`config.mk`:
```
export PLATFORM = sky130hd
export DESIGN_NAME = cla_adder_pipe_32_flat
export DESIGN_NICKNAME = d
export VERILOG_FILES = /design/src/rtl/cla_pkg.sv /design/src/rtl/cla_adder_pipe_32_if.sv /design/src/rtl/lcu_4.sv /design/src/rtl/cla_adder_pipe_32.sv /design/src/flat_wrapper.sv
export SDC_FILE = /design/constraint.sdc
export NUM_CORES = 1
export LEC_CHECK = 0
export ABC_CLOCK_PERIOD_IN_PS = 6970
export CAP_MARGIN = 5
export CELL_PAD_IN_SITES_DETAIL_PLACEMENT = 1
export CELL_PAD_IN_SITES_GLOBAL_PLACEMENT = 1
export CORE_MARGIN = 3
export CORE_UTILIZATION = 45
export CTS_BUF_LIST = sky130_fd_sc_hd__clkbuf_16
export DETAILED_ROUTE_END_ITERATION = 16
export PLACE_DENSITY = 0.95
export REMOVE_ABC_BUFFERS = 1
export SLEW_MARGIN = 20
export SYNTH_ARGS = -nofsm -noshare
export SYNTH_HDL_FRONTEND = slang
export SYNTH_SLANG_ARGS = --single-unit
export TNS_END_PERCENT = 5
```
`constraint.sdc`:
```
create_clock -name clk -period 6.97 [get_ports clk]
set_input_delay 1.7425 -clock clk [delete_from_list [all_inputs] [get_ports clk]]
set_output_delay 1.7425 -clock clk [all_outputs]
set_load 0.02 [all_outputs]
```
`src/rtl/cla_pkg.sv`:
```
// Shared widths and nibble-level propagate/generate helpers for the pipelined
// carry-lookahead adder.
package cla_pkg;

    localparam int WIDTH = 32;
    localparam int NIB   = 4;

    typedef struct packed {
        logic p;
        logic g;
    } nib_pg_t;

    // Block propagate/generate of one 4-bit group; g ignores the group carry-in
    function automatic nib_pg_t nibble_pg(input logic [NIB-1:0] a, input logic [NIB-1:0] b);
        logic [NIB-1:0] pb;
        logic [NIB-1:0] gb;
        nib_pg_t        r;
        pb  = a ^ b;
        gb  = a & b;
        r.p = &pb;
        r.g = gb[3] | (pb[3] & gb[2]) | (pb[3] & pb[2] & gb[1])
            | (pb[3] & pb[2] & pb[1] & gb[0]);
        return r;
    endfunction

endpackage

```
`src/rtl/cla_adder_pipe_32_if.sv`:
```
// Operand/result handshake bundle between the ALU operand mux, the adder and
// the result/flag writeback.
interface cla_adder_pipe_32_if;
    import cla_pkg::*;

    logic             in_valid;
    logic             in_ready;
    logic [WIDTH-1:0] in1;
    logic [WIDTH-1:0] in2;
    logic             c_in;
    logic             sub;
    logic             out_valid;
    logic             out_ready;
    logic [WIDTH-1:0] sum;
    logic             c_out;
    logic             ovf;
    logic             zero;

    modport master (
        output in_valid, in1, in2, c_in, sub, out_ready,
        input  in_ready, out_valid, sum, c_out, ovf, zero
    );

    modport slave (
        input  in_valid, in1, in2, c_in, sub, out_ready,
        output in_ready, out_valid, sum, c_out, ovf, zero
    );

endinterface

```
`src/rtl/lcu_4.sv`:
```
// Four-group lookahead carry unit: carries out of each group plus the block
// propagate/generate of all four, usable at bit or group granularity.
module lcu_4 (
    input  logic [3:0] p,
    input  logic [3:0] g,
    input  logic       cin,
    output logic [4:1] c,
    output logic       blk_p,
    output logic       blk_g
);

    assign c[1] = g[0] | (p[0] & cin);
    assign c[2] = g[1] | (p[1] & g[0]) | (p[1] & p[0] & cin);
    assign c[3] = g[2] | (p[2] & g[1]) | (p[2] & p[1] & g[0]) | (p[2] & p[1] & p[0] & cin);
    assign c[4] = g[3] | (p[3] & g[2]) | (p[3] & p[2] & g[1]) | (p[3] & p[2] & p[1] & g[0])
                | (p[3] & p[2] & p[1] & p[0] & cin);

    assign blk_p = &p;
    assign blk_g = g[3] | (p[3] & g[2]) | (p[3] & p[2] & g[1]) | (p[3] & p[2] & p[1] & g[0]);

endmodule

```
`src/rtl/cla_adder_pipe_32.sv`:
```
// Two-stage pipelined 32-bit carry-lookahead adder/subtractor: stage 1 registers
// per-bit and per-nibble P/G, stage 2 resolves carries and registers sum and flags.
module cla_adder_pipe_32
    import cla_pkg::*;
#(
    parameter int NIBBLES = 8
) (
    input  logic                 clk,
    input  logic                 rst,
    cla_adder_pipe_32_if.slave   bus
);

    logic                      en1_s;
    logic                      en2_s;
    logic                      v1_r;
    logic                      v2_r;

    logic [WIDTH-1:0]          beff_s;
    logic                      cin_eff_s;
    nib_pg_t [NIBBLES-1:0]     nib_pg_s;

    logic [WIDTH-1:0]          pbit_r;
    logic [WIDTH-1:0]          gbit_r;
    logic                      cin_r;
    nib_pg_t [NIBBLES-1:0]     nib_pg_r;

    logic [NIBBLES-1:0]        blk_p_s;
    logic [NIBBLES-1:0]        blk_g_s;
    logic [4:1]                lo_c_s;
    logic [4:1]                hi_c_s;
    logic                      lo_p_s;
    logic                      lo_g_s;
    logic                      hi_p_s;
    logic                      hi_g_s;
    logic [NIBBLES:0]          nib_cin_s;
    logic [NIBBLES-1:0][4:1]   nib_c_s;
    logic [NIBBLES-1:0]        nib_bp_unused_s;
    logic [NIBBLES-1:0]        nib_bg_unused_s;
    logic [NIBBLES-1:0]        nib_c4_unused_s;
    logic [1:0]                grp_c4_unused_s;
    logic [WIDTH-1:0]          carry_s;
    logic [WIDTH-1:0]          sum_s;

    logic [WIDTH-1:0]          sum_r;
    logic                      c_out_r;
    logic                      ovf_r;
    logic                      zero_r;

    assign en2_s        = ~v2_r | bus.out_ready;
    assign en1_s        = ~v1_r | en2_s;
    assign bus.in_ready = en1_s;

    // Subtraction is A + ~B + 1, so the carry-in input is irrelevant then
    assign beff_s    = bus.sub ? ~bus.in2 : bus.in2;
    assign cin_eff_s = bus.sub | bus.c_in;

    for (genvar k = 0; k < NIBBLES; k++) begin : g_pg
        assign nib_pg_s[k] = nibble_pg(bus.in1[NIB*k +: NIB], beff_s[NIB*k +: NIB]);
        assign blk_p_s[k]  = nib_pg_r[k].p;
        assign blk_g_s[k]  = nib_pg_r[k].g;
    end

    // Stage 1: capture per-bit and per-nibble propagate/generate
    always_ff @(posedge clk or negedge rst) begin
        if (!rst) begin
            v1_r     <= 1'b0;
            pbit_r   <= {WIDTH{1'b0}};
            gbit_r   <= {WIDTH{1'b0}};
            cin_r    <= 1'b0;
            nib_pg_r <= {NIBBLES{2'b00}};
        end else if (en1_s) begin
            v1_r <= bus.in_valid;
            if (bus.in_valid) begin
                pbit_r   <= bus.in1 ^ beff_s;
                gbit_r   <= bus.in1 & beff_s;
                cin_r    <= cin_eff_s;
                nib_pg_r <= nib_pg_s;
            end
        end
    end

    lcu_4 u_lcu_lo (
        .p     (blk_p_s[3:0]),
        .g     (blk_g_s[3:0]),
        .cin   (cin_r),
        .c     (lo_c_s),
        .blk_p (lo_p_s),
        .blk_g (lo_g_s)
    );

    lcu_4 u_lcu_hi (
        .p     (blk_p_s[7:4]),
        .g     (blk_g_s[7:4]),
        .cin   (nib_cin_s[4]),
        .c     (hi_c_s),
        .blk_p (hi_p_s),
        .blk_g (hi_g_s)
    );

    // Level 2 joins the two half-words through their super-group P/G
    assign nib_cin_s[0]   = cin_r;
    assign nib_cin_s[3:1] = lo_c_s[3:1];
    assign nib_cin_s[4]   = lo_g_s | (lo_p_s & cin_r);
    assign nib_cin_s[7:5] = hi_c_s[3:1];
    assign nib_cin_s[8]   = hi_g_s | (hi_p_s & nib_cin_s[4]);
    assign grp_c4_unused_s = {lo_c_s[4], hi_c_s[4]};

    for (genvar k = 0; k < NIBBLES; k++) begin : g_nib
        lcu_4 u_lcu_nib (
            .p     (pbit_r[NIB*k +: NIB]),
            .g     (gbit_r[NIB*k +: NIB]),
            .cin   (nib_cin_s[k]),
            .c     (nib_c_s[k]),
            .blk_p (nib_bp_unused_s[k]),
            .blk_g (nib_bg_unused_s[k])
        );
        assign carry_s[NIB*k]         = nib_cin_s[k];
        assign carry_s[NIB*k+1 +: 3]  = nib_c_s[k][3:1];
        assign nib_c4_unused_s[k]     = nib_c_s[k][4];
    end

    assign sum_s = pbit_r ^ carry_s;

    // Stage 2: result and flags; bubbles keep the previous result in place
    always_ff @(posedge clk or negedge rst) begin
        if (!rst) begin
            v2_r    <= 1'b0;
            sum_r   <= {WIDTH{1'b0}};
            c_out_r <= 1'b0;
            ovf_r   <= 1'b0;
            zero_r  <= 1'b0;
        end else if (en2_s) begin
            v2_r <= v1_r;
            if (v1_r) begin
                sum_r   <= sum_s;
                c_out_r <= nib_cin_s[NIBBLES];
                ovf_r   <= carry_s[WIDTH-1] ^ nib_cin_s[NIBBLES];
                zero_r  <= ~|sum_s;
            end
        end
    end

    assign bus.out_valid = v2_r;
    assign bus.sum       = sum_r;
    assign bus.c_out     = c_out_r;
    assign bus.ovf       = ovf_r;
    assign bus.zero      = zero_r;

endmodule

```
`src/flat_wrapper.sv`:
```
// flat-port wrapper written by rule: the top's interface ports become plain ports
module cla_adder_pipe_32_flat import cla_pkg::*;
#(
    parameter int NIBBLES = 8
)
  (clk, rst, bus_in_valid, bus_in1, bus_in2, bus_c_in, bus_sub, bus_out_ready, bus_in_ready, bus_out_valid, bus_sum, bus_c_out, bus_ovf, bus_zero);
  cla_adder_pipe_32_if bus_i ();
  input  logic clk;
  input  logic rst;
  input wire logic [$bits(bus_i.in_valid)-1:0] bus_in_valid;
  input wire logic [$bits(bus_i.in1)-1:0] bus_in1;
  input wire logic [$bits(bus_i.in2)-1:0] bus_in2;
  input wire logic [$bits(bus_i.c_in)-1:0] bus_c_in;
  input wire logic [$bits(bus_i.sub)-1:0] bus_sub;
  input wire logic [$bits(bus_i.out_ready)-1:0] bus_out_ready;
  output wire logic [$bits(bus_i.in_ready)-1:0] bus_in_ready;
  output wire logic [$bits(bus_i.out_valid)-1:0] bus_out_valid;
  output wire logic [$bits(bus_i.sum)-1:0] bus_sum;
  output wire logic [$bits(bus_i.c_out)-1:0] bus_c_out;
  output wire logic [$bits(bus_i.ovf)-1:0] bus_ovf;
  output wire logic [$bits(bus_i.zero)-1:0] bus_zero;
  assign bus_i.in_valid = bus_in_valid;
  assign bus_i.in1 = bus_in1;
  assign bus_i.in2 = bus_in2;
  assign bus_i.c_in = bus_c_in;
  assign bus_i.sub = bus_sub;
  assign bus_i.out_ready = bus_out_ready;
  assign bus_in_ready = bus_i.in_ready;
  assign bus_out_valid = bus_i.out_valid;
  assign bus_sum = bus_i.sum;
  assign bus_c_out = bus_i.c_out;
  assign bus_ovf = bus_i.ovf;
  assign bus_zero = bus_i.zero;
  cla_adder_pipe_32 #(.NIBBLES(NIBBLES)) u_core (.clk(clk), .rst(rst), .bus(bus_i));
endmodule
```
==> run metrics <==
status complete, no violations; share of layout cells above drive strength 1 14.6%; post-layout min period 4.79 ns; Syn-to-layout area delta 25.8%; Die ar. 14600 um2; Core ar. 12800 um2; initial antenna violation count 0; fillers 1363; total negative setup slack 0 ns; gr usage total 25.0%; CTS Hold Buffers Added 0; fmax 209 MHz; routed via count 4696; final worst slack 2.18 ns; Crit Path Max Fanout 3; Final HPWL DP 12.3 mm; Post-CTS Setup Bufs 0; vias in the first global route between 5000 and 6000; cell-internal power 1.55 mW; Worst Hold Slack 0.481 ns; R2R Path Start u_core.blk_p_s[3]; Sw Share 36.1%; RSZ-0062 raised after global routing no; Commonest cells post-synth dfrtp_1, mux2_2, nand2_1; Max Cap Violations 0; Worst slew margin roughly a third; drt first pass iters 4; GR Overflow Total 0; CP arrival 3.05 ns; Seq/Total Area, Yosys 46.4%; vias per std cell 5.75; drt initial violations 238; routability cong. approximately 0.84; DRT Wirelength about 18 mm; critical path capture point type output port; Tcrit/Tclk final 68.8%; Synth Flop Type dfrtp_1; IO Pins 107; async set or reset register ratio after synthesis 100%; Min-Delay Path Class reg2reg; Die H 121 um; Yosys reg bits 110; post-synth top area share 46.4%; CP Launch Point bus_out_ready; YS warnings 0; setup slack after placement 2.23 ns; Hold Vio Cnt, Final 0; fin. max-slew vios 0; Buffers on Ports 106; Avg Inst Size Synth 11.0 um2; Routed wire per std cell 21.6 um; non-filler cells, final 816; Post-route DRC 0; Clock power frac 22.2%; Die Wd 121 um; worst-margin pin slew 1.02 ns; CTS tree done; Initial Utilization 46.4%; placed insts 800; critical path launch point type input pin; post-synth top area cell dfrtp_1; Peak VDD IR 0.164 mV; Post-DP Area 7150 um2; n_diodes 0; WP data required about 5.2 ns; ANT nets after route 0; worst setup path category in2out; Synth Instances 539; ranking of synthesized cells by area dfrtp_1, mux2_2, ha_1; CTS max path bufs 2; Clock Skew 0.00821 ns; Post-synth EDFFs 0; clk_lat worst skew 0.34 ns; Netlist cell types 50; Clock Pin Slew Worst Setup and Hold Paths 0.07 ns; global-route wire length before repair 28.6 mm; FP Rows 41; cts bufs inserted 9; Switch Pwr approximately 0.87 mW; Final Setup Violations 0; TritonCTS Sinks 110; Clk Tree Root Cell clkbuf_16; Reg power frac 40.1%; Synth Cell Area 5930 um2; leakage 3.36 nW; nets between 700 and 800; pin count of the biggest net entering global routing 61; Logic pwr share around 38%; cts repair resizes 0; Pwr Density 324 nW/um2; HP Start u_core.bus.sum[14]; # H-tree levels 3; post-route cell area 7460 um2; most frequent cell after synthesis dfrtp_1
==> cell usage in the layout (no fill, tap or decap), drive strengths merged, types with 17 or more instances in the layout <==
cell | Yosys | layout
ha | 40 | 40
a21o | 19 | 19
mux2 | 64 | 64
a21oi | 17 | 17
nor2 | 22 | 22
xor2 | 44 | 44
o21ai | 49 | 49
clkdlybuf4s50 | 0 | 104
nand2 | 53 | 53
dfrtp | 110 | 110
==> final timing paths <==
kind / endpoint / slack [ns] / cells past startpoint
setup reg to reg: u_core.bus.zero / 3.24 / 12
hold / removal: u_core.bus.sum[14] / 0.48 / 2
hold reg to reg: u_core.bus.sum[14] / 0.48 / 2
max in group asynchronous: u_core.gbit_r[9] / 4.27 / 2
min in group asynchronous: u_core.gbit_r[22] / 1.43 / 1
setup / recovery: bus_in_ready / 2.18 / 3
==> registers in the layout (all words and copies together) (netlist names), 8 cells and up <==
name            flops
u_core.blk_g_s      8
u_core.bus.sum     32
u_core.blk_p_s      8
u_core.pbit_r      32
u_core.gbit_r      24
==> layer usage <==
layer  up-vias  share of wire (%)  routed length [um]  track usage (%)
met4         0                2.6                 462             8.57
met2       116                 54                9430             45.3
li1       2136                  -                   -                -
met3        38                3.2                 563             2.90
met1      2406                 41                7140             30.7
met5         -                  0                   0                0
==> worst max-delay path, cell delays in order <==
cell and delay (ns):
clkdlybuf4s50_1 0.48, nand3b_1 0.19, clkdlybuf4s50_1 0.64
==> per-stage QoR <==
stage | power (mW) | util, %
finish | 2.42 | 58.4
global placement | 1.79 | 56.0
floorplan | 1.43 | -
global route | 2.55 | 58.4
CTS | 2.43 | 58.4
detailed placement | 1.86 | 56.0
==> layout make-up <==
class | count | area, um2 | area share (%)
Inverter | 8 | 30.0 | 0.402
Timing Repair Buffer | 108 | 1070 | 14.3
Multi-Input combinational cell | 402 | 3090 | 41.4
Clock inverter | 7 | 81.3 | 1.09
Tap cell | 172 | 215 | 2.88
Clock buffer | 9 | 225 | 3.02
Sequential cell | 110 | 2750 | 36.9
==> cells by family after synthesis <==
kind of cell | count (synthesis) | synth area share [%]
AO/OA/AOI/OAI | 119 | 13.4
XOR/XNOR | 51 | 7.53
adder cells (fa/ha/maj) | 40 | 8.44
buffers and inverters | 27 | 1.71
flip-flops | 110 | 46.4
multiplexers | 66 | 12.5
AND/OR/NAND/NOR | 126 | 10.1
==> power by group through the flow <==
| stage | logic [mW] | registers, mW | clock network (mW) |
|---|---|---|---|
| after global placement | 0.846 | 0.949 | 0 |
| after CTS | 0.918 | 0.966 | 0.543 |
| after floorplan | 0.401 | 1.03 | 0 |
| final | 0.911 | 0.970 | 0.537 |
| after global routing | 0.985 | 0.992 | 0.569 |
| after detailed placement | 0.894 | 0.970 | 0 |
Power figures use the tool's default switching activity.
